`src/rtl/mem_access_unit.sv`:
```
// ---------------------------------------------------------------------------
// mem_access_unit
//
// Load/store controller for the MEM stage of the 16-bit MIPS pipeline. It
// takes one request at a time from the pipeline and drives a word-wide data
// memory that has no byte enables. Byte stores are done as read-modify-write.
// Load results are formatted as a word, or as a byte that is sign- or
// zero-extended.
//
// Ports
//   clk, rst       clock; synchronous active-high reset
//   req_valid      request present
//   req_ready      unit can accept a request (state is IDLE)
//   req_we         1 = store, 0 = load
//   req_byte       1 = byte access, 0 = word access
//   req_signed     byte loads: 1 = sign-extend, 0 = zero-extend
//   req_addr       byte address
//   req_wdata      store data; byte stores use [7:0]
//   resp_valid     one-cycle completion pulse
//   resp_err       qualifies resp_valid: misaligned word access
//   resp_data      last successful load result (held)
//   mem_rd_en      data memory read strobe (1-cycle read latency)
//   mem_wr_en      data memory write strobe
//   mem_addr       data memory address (latched request address)
//   mem_wr_data    data memory write data
//   mem_read_data  data memory read data, valid the cycle after mem_rd_en
// ---------------------------------------------------------------------------
module mem_access_unit #(
    parameter int BUS_WIDTH = 16
) (
    input  logic                 clk,
    input  logic                 rst,
    input  logic                 req_valid,
    output logic                 req_ready,
    input  logic                 req_we,
    input  logic                 req_byte,
    input  logic                 req_signed,
    input  logic [BUS_WIDTH-1:0] req_addr,
    input  logic [BUS_WIDTH-1:0] req_wdata,
    output logic                 resp_valid,
    output logic                 resp_err,
    output logic [BUS_WIDTH-1:0] resp_data,
    output logic                 mem_rd_en,
    output logic                 mem_wr_en,
    output logic [BUS_WIDTH-1:0] mem_addr,
    output logic [BUS_WIDTH-1:0] mem_wr_data,
    input  logic [BUS_WIDTH-1:0] mem_read_data
);

    typedef enum logic [2:0] {
        IDLE,
        RD,
        LD_DONE,
        RMW_WR,
        WR
    } state_t;

    state_t state;
    state_t state_next;

    // Request fields captured on accept and used for the rest of the operation.
    logic                 we_q;
    logic                 byte_q;
    logic                 signed_q;
    logic [BUS_WIDTH-1:0] addr_q;
    logic [BUS_WIDTH-1:0] wdata_q;

    logic                 accept;
    logic                 misaligned;
    logic                 resp_valid_next;
    logic                 resp_err_next;
    logic [7:0]           rd_lane;
    logic [BUS_WIDTH-1:0] load_fmt;
    logic [BUS_WIDTH-1:0] rmw_data;

    assign req_ready  = (state == IDLE);
    assign accept     = req_valid && req_ready;
    // Only word accesses can be misaligned; bytes are legal at any address.
    assign misaligned = !req_byte && req_addr[0];
    assign mem_addr   = addr_q;

    // Lane selection is little-endian: addr[0]=0 picks [7:0], addr[0]=1 picks [15:8].
    assign rd_lane  = addr_q[0] ? mem_read_data[15:8] : mem_read_data[7:0];
    assign load_fmt = !byte_q   ? mem_read_data
                    : signed_q  ? {{8{rd_lane[7]}}, rd_lane}
                    :             {8'h00, rd_lane};
    // Merge is taken straight from the read data returned for the RD cycle.
    assign rmw_data = addr_q[0] ? {wdata_q[7:0], mem_read_data[7:0]}
                                : {mem_read_data[15:8], wdata_q[7:0]};

    // NOTE: sequential state uses non-blocking assignments so every register
    // samples the pre-edge values of the others, independent of block order.
    always_ff @(posedge clk) begin
        if (rst) begin
            state      <= IDLE;
            we_q       <= 1'b0;
            byte_q     <= 1'b0;
            signed_q   <= 1'b0;
            addr_q     <= '0;
            wdata_q    <= '0;
            resp_valid <= 1'b0;
            resp_err   <= 1'b0;
            resp_data  <= '0;
        end else begin
            state      <= state_next;
            resp_valid <= resp_valid_next;
            resp_err   <= resp_err_next;
            if (accept) begin
                we_q     <= req_we;
                byte_q   <= req_byte;
                signed_q <= req_signed;
                addr_q   <= req_addr;
                wdata_q  <= req_wdata;
            end
            // Stores and errors leave the held load result untouched.
            if (state == LD_DONE) begin
                resp_data <= load_fmt;
            end
        end
    end

    // NOTE: every output of this block gets a default before the case, so no
    // path leaves a value unassigned and no latch is inferred.
    always_comb begin
        state_next      = state;
        resp_valid_next = 1'b0;
        resp_err_next   = 1'b0;
        mem_rd_en       = 1'b0;
        mem_wr_en       = 1'b0;
        mem_wr_data     = '0;

        case (state)
            IDLE: begin
                if (accept) begin
                    if (misaligned) begin
                        // Rejected without touching memory; stay ready.
                        resp_valid_next = 1'b1;
                        resp_err_next   = 1'b1;
                    end else if (!req_we || req_byte) begin
                        // Loads and byte stores both need the current word first.
                        state_next = RD;
                    end else begin
                        state_next = WR;
                    end
                end
            end
            RD: begin
                mem_rd_en  = 1'b1;
                state_next = we_q ? RMW_WR : LD_DONE;
            end
            LD_DONE: begin
                resp_valid_next = 1'b1;
                state_next      = IDLE;
            end
            RMW_WR: begin
                mem_wr_en       = 1'b1;
                mem_wr_data     = rmw_data;
                resp_valid_next = 1'b1;
                state_next      = IDLE;
            end
            WR: begin
                mem_wr_en       = 1'b1;
                mem_wr_data     = wdata_q;
                resp_valid_next = 1'b1;
                state_next      = IDLE;
            end
            default: begin
                state_next = IDLE;
            end
        endcase

        // Strobes are suppressed during reset so an abandoned operation
        // cannot touch memory in the reset cycle.
        if (rst) begin
            mem_rd_en   = 1'b0;
            mem_wr_en   = 1'b0;
            mem_wr_data = '0;
        end
    end

endmodule

```
`config.mk`:
```
export PLATFORM = sky130hd
export DESIGN_NAME = mem_access_unit
export DESIGN_NICKNAME = d
export VERILOG_FILES = /design/src/rtl/mem_access_unit.sv
export SDC_FILE = /design/constraint.sdc
export NUM_CORES = 1
export LEC_CHECK = 0
export ABC_AREA = 1
export CAP_MARGIN = 20
export CORE_MARGIN = 1
export CORE_UTILIZATION = 40
export DETAILED_ROUTE_END_ITERATION = 12
export PLACE_DENSITY = 0.78
export SYNTH_ARGS = -nofsm -noshare
export SYNTH_HDL_FRONTEND = slang
export SYNTH_SLANG_ARGS = --single-unit
```
`constraint.sdc`:
```
create_clock -name clk -period 1.25 [get_ports clk]
set_input_delay 0.1875 -clock clk [delete_from_list [all_inputs] [get_ports clk]]
set_output_delay 0.1875 -clock clk [all_outputs]
set_load 0.01 [all_outputs]
```
# Word level (Yosys, flattened, before mapping)
# Cells that the tools add are included.
# W data, S select, Z words.
# op_classes
eq_ne,6
muxes,18
bitwise_logic,1
n_reduce_logical,10
# op_table
operator,count
$mux W16,4
$pmux W16 S2,1
$mux W3,3
$mux W8,1
$mux W1,7
$eq A3 B2 Y1 const B,2
$pmux W3 S2,1
$reduce_or A2 Y1,2
$eq A3 B1 Y1 const B,1
$eq A3 B3 Y1 const B,1
$logic_not A3 Y1,1
$reduce_or A3 Y1,1
$logic_and A1 B1 Y1,2
$logic_not A1 Y1,2
$ne A2 B1 Y1 const B,1
$ne A2 B2 Y1 const B,1
$pmux W1 S2,1
$reduce_and A2 Y1,1
$logic_or A1 B1 Y1,1
$not A1 Y1,1
# word_totals
register_bits,56
wordCells,44

# Logic depth before layout (Yosys ltp)
# logic_depth
ltp_word,6
depth_mapped,7

# Worst setup path after synthesis
# OpenSTA, ideal clock, no wires.
# synth_timing
kind,flip-flop to output port
start,"register addr_q[0], in the netlist mem_addr[0]"
end,output mem_wr_data[5]
t_arrival_ps,1165
required_time_ps,1062
path_slack_ps,-103
path_stages_with_launch,7
path_buffers,2
path_cell_list,dfxtp_1 -> buf_2 -> clkbuf_1 -> nand2_1 -> o21ai_0 -> nand2_1 -> a21oi_1
# synth_via
elab_chain_len,3
# synth_rtl
item,line_no,source
from (decl),65,logic [BUS_WIDTH-1:0] addr_q;
from (signal assigned),112,addr_q <= req_addr;
$mux W16,88,"assign rmw_data = addr_q[0] ? {wdata_q[7:0], mem_read_data[7:0]}"
$pmux W16 S2,132,case (state)
$mux W16,174,if (rst) begin
to (decl),46,"output logic [BUS_WIDTH-1:0] mem_wr_data,"
# No other way between the ends.

# Worst setup path in the final report
# layout_timing
start,register wdata_q[3]
end,output mem_wr_data[3]
# layout_via
elab_chain_len,3
# layout_rtl
item,line_no,source
from (decl),66,logic [BUS_WIDTH-1:0] wdata_q;
from (signal assigned),113,wdata_q <= req_wdata;
$mux W16,88,
$pmux W16 S2 (*),132,
$mux W16 (*),174,
# Mark *: on every way between the ends. The rest lies on a longest branch, timed or not.

==> out/qor.txt <==
Run status: finished, violations left
Failing checks: negative setup slack
DR pass1 iterations: 8
Worst path slowest cell: dfxtp_1
Vias in the first global route: 3,462
Remaining DRCs: 0
Worst-Skew Late Latency: 330 ps
Final HPWL DP: 5860 um
Register area: 1130 um2
Setup_tns: -28,470 ps
Core ar.: 6910 um2
YS warnings: 0
Final period util: 153%
FF+latch count, synth: 56
Headroom to the max-slew limit: 75.6%
Fillcell total: 431
Final Hold Vio Count: 0
Pre-CTS WS: -622 ps
Site Rows: 30
Leakage: 0.00271 uW
Die Footprint: 7600 um2
Finished Core Util: 79.5%
Die width: 87.2 um
Worst path bufs/invs: 2
Syn Inst Count: 479
CP delay by family, top: compound AO/OA/AOI/OAI gates
Area grow syn2layout: 89.2%
DR iter-0 viols: 323
Peak supply drop: 0.751 mV
Pin count of the biggest net entering global routing: 41
Post-Syn Area per Cell: 6.06 um2
Post-layout min period: 1910 ps
Most common cell after layout, fill and taps aside: nand2_1
Crit end category: output pin
PwrDens: 943 nW/um2
Multi-input gate area: 2120 um2
Die Y: 87.2 um
Slowest Stage Delay on Critical Path: 460 ps
Crit path max fanout: 3
Yosys cell types: 22
Worst Path Required: 1060 ps
CTS Buf Count: 5
Mapped Area: 2900 um2
Tightest Pin Transition: 363 ps
Final Max Slew Viols: 0
CTS tree: built
Hold WC Path Type: in2reg
Syn Nets: 533
Vias per inst: 5.42
Worst-path clk slew: 120 ps
WP data arrival: 1720 ps
Diodes inserted: 0
Post-Route Skew: 19.3 ps
GRT Total Usage: 29.2%
Root Buffer: clkbuf_8
CTS sink cnt: 56
Startpoint Class: flop
First-pass GRT wire length: 16,800 um
Max Cap Viol: 0
Number of nets still failing antenna checks after routing: 0
Setup repair after global routing missed its margin: yes
Sequential fraction of the synthesis area: 38.6%
Share of layout cells above drive strength 1: 38.5%
Routability congestion estimate: 0.873
Initial Utilization: 42.0%
Final setup viols: 72
Via total after detailed routing: 3,984
Clock Path Buffers: 2
Critical path class: reg2out
H-tree depth: 2
Fmax: 523 MHz
GR Overflow Total: 0
Total routed wirelength: 13,600 um
Port Buffer Count: 106
Commonest non-fill, non-tap cells in the layout: nand2_1 (89), nor2_1 (78), clkdlybuf4s50_1 (53)
Wire length per cell: 18.4 um
Nets: 692
Final Power: 5180 uW
Post-route setup slack: -661 ps
Initial antenna violation count: 0
Io pins: 107
Crit-path cells: inv_1 -> o21ai_0 -> nand2_1 -> a21oi_2 -> buf_2
[stage by stage]
stage          instances  cell area (um2)  hold WS [ps]
6_report             735             5490           426
5_1_grt              735             5490           435
4_1_cts              736             5060           441
3_5_place_dp         699             4400           497
3_3_place_gp         699             4400           492
2_1_floorplan        479             2950           322
[tightest hold or removal path: stages]
cell and delay, ps:
clkdlybuf4s50_1 400, nor2_1 100, nor2_1 40
[final cells by class]
type	instances	area share (%)
repair buffers	173	32.8
well taps	96	2.19
multi-input cells	343	38.6
flip-flops and latches	56	20.6
clock buffers	5	1.25
clock inverters	3	0.387
inverters	59	4.22
[state kept, by name, summed over array words and instances, names as in the netlist]
name / flops
we_q: 1
resp_err: 1
mem_addr: 16
state: 3
resp_data: 16
signed_q: 1
byte_q: 1
wdata_q: 16
resp_valid: 1
[Yosys cell counts (all sizes together)]
master / count / area [um2]
o21ai: 25 / 125
dfxtp: 56 / 1120
inv: 58 / 220
nand3: 5 / 42.5
buf: 14 / 106
clkbuf: 10 / 37.5
nor3: 3 / 15.0
nor2: 119 / 485
o211ai: 1 / 7.51
a21oi: 25 / 125
a31oi: 1 / 6.26
clkinv: 1 / 3.75
nand2: 161 / 607
[metal layers]
layer / wire, um / up-vias / part of all wire, % / global-route usage [%]
met5: 0 / - / 0 / 0
met4: 887 / 0 / 6.5 / 13.1
met3: 1410 / 95 / 10 / 6.73
met2: 6440 / 320 / 47 / 51.1
met1: 4820 / 1816 / 36 / 33.8
li1: - / 1753 / - / -
[cells by family (layout without fill, tap and decap cells)]
group                  Yosys count  count (layout)  share of synthesized area (%)
and+or+nand+nor                288             291                           39.6
buffers and inverters           83             240                           12.7
DFF                             56              56                           38.6
AOI/OAI and AO/OA               52              52                           9.10
[what timing repair did]
| item | 4_1_cts | 5_1_grt |
|---|---|---|
| hold buffers | 0 | 0 |
| pin swaps | 25 | 49 |
| setup buffers | 18 | 8 |
| resized for setup | 197 | 145 |
| endpoints found under the setup margin | 104 | 75 |
| cloned | 11 | 2 |
[where the power goes]
group	total [uW]	switching, uW	internal [uW]	leakage (uW)
Sequential	2080	137	1950	0.000463
Clock	1080	682	401	0.0000445
Combinational	2010	1070	947	0.00220
[worst paths after layout]
check             slack [ps]          start  cells past startpoint             end
setup / recovery        -660     wdata_q[3]                      5  mem_wr_data[3]
hold / removal           430     req_signed                      3        signed_q
setup reg to reg        -590       state[1]                     11      wdata_q[5]
hold reg to reg          520  resp_data[14]                      4   resp_data[14]
Power figures use the tool's default switching activity.
